===== src/rtl/pb_debouncer.sv =====
// Push-button debouncer: two-flop synchronizer followed by a four-state
// qualification FSM that accepts a level only after DEBOUNCE_CYCLES+1 stable samples.
module pb_debouncer #(
  parameter int DEBOUNCE_CYCLES = 1_000_000
) (
  input  logic clk,
  input  logic reset,
  input  logic pb_in,
  output logic db_level,
  output logic db_busy
);

  localparam int CW = (DEBOUNCE_CYCLES > 1) ? $clog2(DEBOUNCE_CYCLES) : 1;
  localparam logic [CW-1:0] CNT_MAX = CW'(DEBOUNCE_CYCLES - 1);

  // state     | meaning
  // IDLE_LOW  | settled low, watching for a press
  // WAIT_HIGH | sync2 high, qualifying a press
  // IDLE_HIGH | settled high, watching for a release
  // WAIT_LOW  | sync2 low, qualifying a release
  typedef enum logic [1:0] {
    IDLE_LOW  = 2'b00,
    WAIT_HIGH = 2'b01,
    IDLE_HIGH = 2'b11,
    WAIT_LOW  = 2'b10
  } state_t;

  logic          r_sync1;
  logic          r_sync2;
  state_t        r_state;
  state_t        w_next_state;
  logic [CW-1:0] r_cnt;
  logic [CW-1:0] w_next_cnt;
  logic          w_cnt_done;
  logic          w_next_level;
  logic          w_next_busy;
  logic          r_level;
  logic          r_busy;

  assign w_cnt_done = (r_cnt == CNT_MAX);

  always_ff @(posedge clk) begin
    if (reset) begin
      r_sync1 <= 1'b0;
      r_sync2 <= 1'b0;
    end else begin
      r_sync1 <= pb_in;
      r_sync2 <= r_sync1;
    end
  end

  always_ff @(posedge clk) begin
    if (reset) begin
      r_state <= IDLE_LOW;
      r_cnt   <= '0;
      r_level <= 1'b0;
      r_busy  <= 1'b0;
    end else begin
      r_state <= w_next_state;
      r_cnt   <= w_next_cnt;
      r_level <= w_next_level;
      r_busy  <= w_next_busy;
    end
  end

  always_comb begin
    w_next_state = IDLE_LOW;
    w_next_cnt   = '0;
    case (r_state)
      IDLE_LOW: begin
        w_next_state = r_sync2 ? WAIT_HIGH : IDLE_LOW;
      end
      WAIT_HIGH: begin
        if (!r_sync2) begin
          w_next_state = IDLE_LOW;
        end else if (w_cnt_done) begin
          w_next_state = IDLE_HIGH;
        end else begin
          w_next_state = WAIT_HIGH;
          w_next_cnt   = r_cnt + CW'(1);
        end
      end
      IDLE_HIGH: begin
        w_next_state = r_sync2 ? IDLE_HIGH : WAIT_LOW;
      end
      WAIT_LOW: begin
        if (r_sync2) begin
          w_next_state = IDLE_HIGH;
        end else if (w_cnt_done) begin
          w_next_state = IDLE_LOW;
        end else begin
          w_next_state = WAIT_LOW;
          w_next_cnt   = r_cnt + CW'(1);
        end
      end
      default: begin
        w_next_state = IDLE_LOW;
      end
    endcase
  end

  // Outputs are decoded from the next state and registered alongside it,
  // so they track the state exactly and never glitch.
  always_comb begin
    w_next_level = (w_next_state == IDLE_HIGH) || (w_next_state == WAIT_LOW);
    w_next_busy  = (w_next_state == WAIT_HIGH) || (w_next_state == WAIT_LOW);
  end

  assign db_level = r_level;
  assign db_busy  = r_busy;

endmodule

===== config.mk =====
export PLATFORM = sky130hd
export DESIGN_NAME = pb_debouncer
export DESIGN_NICKNAME = d
export VERILOG_FILES = /design/src/rtl/pb_debouncer.sv
export SDC_FILE = /design/constraint.sdc
export NUM_CORES = 1
export LEC_CHECK = 0
export CORE_UTILIZATION = 55
export CTS_BUF_LIST = sky130_fd_sc_hd__clkbuf_16
export DETAILED_ROUTE_END_ITERATION = 8
export PLACE_DENSITY_LB_ADDON = 0.1
export RECOVER_POWER = 50
export SLEW_MARGIN = 20
export SYNTH_ARGS = -nofsm -noshare
export SYNTH_HDL_FRONTEND = slang
export SYNTH_SLANG_ARGS = --single-unit
export TNS_END_PERCENT = 100

===== constraint.sdc =====
create_clock -name clk -period 2.6 [get_ports clk]
set_clock_uncertainty 0.2 [all_clocks]
set_input_delay 0.39 -clock clk [delete_from_list [all_inputs] [get_ports clk]]
set_output_delay 0.39 -clock clk [all_outputs]
set_load 0.01 [all_outputs]

==> results.md <==
- Post-CTS Resized: 0
- Cell variety after synth: 30
- Worst EP arrival: 2.20 ns
- Maximum VDD drop: 0.381 mV
- Tot Pwr: 0.854 mW
- Tcrit/Tclk final: 87.3%
- Final Util: 68.2%
- Cell Area, Synth: 1230 um^2
- Actual slew at the worst max-slew pin: 0.502 ns
- PortBufs: 4
- Lkg Pwr: 0.482 nW
- Largest net degree at the start of global routing: 16
- Final hold slack: 0.243 ns
- CTS Hold Buffers Added: 0
- Max_slew headroom: 66.3%
- Critical path type: flop to flop
- CTS sink count: 26
- I/O pins: 5
- Register area: 520 um^2
- Compound-Gate Fraction of Synth Area: 7.64%
- Dpl hpwl: 1590 um
- Synth Area in XOR/XNOR: 7.84%
- CP required: 2.53 ns
- Fill count: 170
- Commonest non-fill, non-tap cell in the layout: dfxtp_1
- Run status: finished, final reports clean
- Setup-failing EPs final: 0
- Fin Setup TNS: 0 ns
- Diodes inserted: 0
- Width of the chip: 49.3 um
- First drt pass iteration count: 4
- DRT iter0 DRCs: 9
- Startpoint class of the critical path: flop
- Seq/Total Area, Yosys: 42.4%
- Most frequent cells in the layout: dfxtp_1, nor2_1, xor2_1
- GP Congestion: 0.815
- CTS max path bufs: 2
- Adder-Cell Fraction of Synth Area: 7.13%
- Final hold viol count: 0
- H-tree levels: 1
- Total track usage: 21.1%
- Clock slew seen by the registers of the worst setup and hold paths: 0.06 ns
- Crit end category: flop
- Initial Util: 60.8%
- Drt wl/cell: 13.5 um
- Syn Nets: 144
- Vias per Instance: 5.72
- Syn Inst Count: 134
- WL final: 2250 um
- Ys async rst share: 0%
- GRT overflow: 0
- Nets@finish: 150
- Clock root buffer: clkbuf_16
- Largest family of logic cells by synthesized area: simple AND/OR/NAND/NOR gates
- Clock latency on the worst-skew pair: 0.26 ns
- Die H: 49.3 um
- Area of the die: 2430 um^2
- Achievable frequency: 0.441 GHz
- Setup WS post-layout: 0.330 ns
- Post-synthesis mux area share: 1.63%
- Worst hold path class: flop to flop
- Area grow syn2layout: 12.2%
- Syn. warnings: 0
- Period minus WS final: 2.27 ns
- Core Footprint: 2020 um^2
- DR DRC count: 0
- DR vias: 949
- Max-cap violations: 0
- First-pass GRT wire length: 3950 um
- Synth Register Bits: 26
- Syn Area/Cell: 9.17 um^2
- Slew Limit Fails: 0
- Antenna Nets Post-Route: 0
- Multi-input gate area: 649 um^2
- RSZ-0062 raised after global routing: no
- Total CTS buffers: 3
- Vias in the first global route: 925
- PwrDens: 619 nW/um^2
- Post-CTS Setup Bufs: 0
- Post-Synth Simple-Gate Area: 28.6%
- Share of layout cells above drive strength 1: 5.04%
- Worst slack, placed: 0.379 ns
- Top_reg_cell synth: dfxtp_1
- Core Rows: 16
- Initial antenna violation count: 0
- Number of flops mapped to enable cells by yosys: 0
- TritonCTS clock tree: built
- Worst-path fanout max: 10
-- stage by stage --
| stage | cells | area (um^2) |
|---|---|---|
| 2_1_floorplan | 134 | 1230 |
| 5_1_grt | 166 | 1380 |
| 3_3_place_gp | 162 | 1280 |
| 6_report | 166 | 1380 |
| 4_1_cts | 166 | 1390 |
| 3_5_place_dp | 162 | 1280 |
-- registers in the layout, indices dropped and copies added (netlist names) --
| name | count |
|---|---|
| r_state | 2 |
| r_sync1 | 1 |
| db_level | 1 |
| db_busy | 1 |
| r_cnt | 20 |
| r_sync2 | 1 |
-- area by class of cell --
class,count,area share (%)
Multi-Input combinational cell,97,47.1
Clock buffer,3,5.44
Inverter,6,1.63
Sequential cell,26,37.7
Timing Repair Buffer,6,3.45
Tap cell,27,2.45
Clock inverter,1,2.18
-- layer usage --
layer | GRT usage [%] | share of wire, %
met3 | 4.05 | 2.5
met4 | 8.33 | 1.9
met5 | 0 | 0
met2 | 32.9 | 44
met1 | 28.6 | 51
-- cell usage after synthesis (3+ instances only) --
cell     count  area [um^2]
ha_1         7         87.6
o21ai_0      5         25.0
nand2_1      7         26.3
xor2_1       9         78.8
inv_1        6         22.5
nor2_1      18         67.6
or3_1        5         31.3
o31ai_1      3         22.5
nor2b_1      3         18.8
nand3_1      4         20.0
dfxtp_1     26          521
a21oi_1      7         35.0
nand4_1      7         43.8
and4_1       5         43.8
-- critical path, cell delays in order, from the launching register on --
cell      delay [ns]
dfxtp_1         0.37
ha_1            0.21
and4_1          0.37
nand4_1         0.22
o21ai_0         0.29
clkbuf_1        0.38
nor2_1          0.10
-- path summary, 6_finish.rpt --
kind,start,endpoint,slack [ns],cells past startpoint
max,r_cnt[0]$_SDFF_PP0_,r_cnt[6]$_SDFF_PP0_,0.33,6
min,r_sync1$_SDFF_PP0_,r_sync2$_SDFF_PP0_,0.24,1
max reg2reg,r_cnt[0]$_SDFF_PP0_,r_cnt[6]$_SDFF_PP0_,0.33,6
min reg2reg,r_sync1$_SDFF_PP0_,r_sync2$_SDFF_PP0_,0.24,1
-- where the power goes --
group	total [mW]	switching, mW	internal (mW)
registers	0.402	0.00127	0.400
clock network	0.442	0.136	0.306
logic	0.0102	0.00483	0.00537
-- logic make-up after synthesis --
kind of cell	Yosys count
simple gates	60
flops	26
xor+xnor	11
fa+ha+maj	7
buf+inv	11
compound gates	17
mux	2
Power figures use the tool's default switching activity.
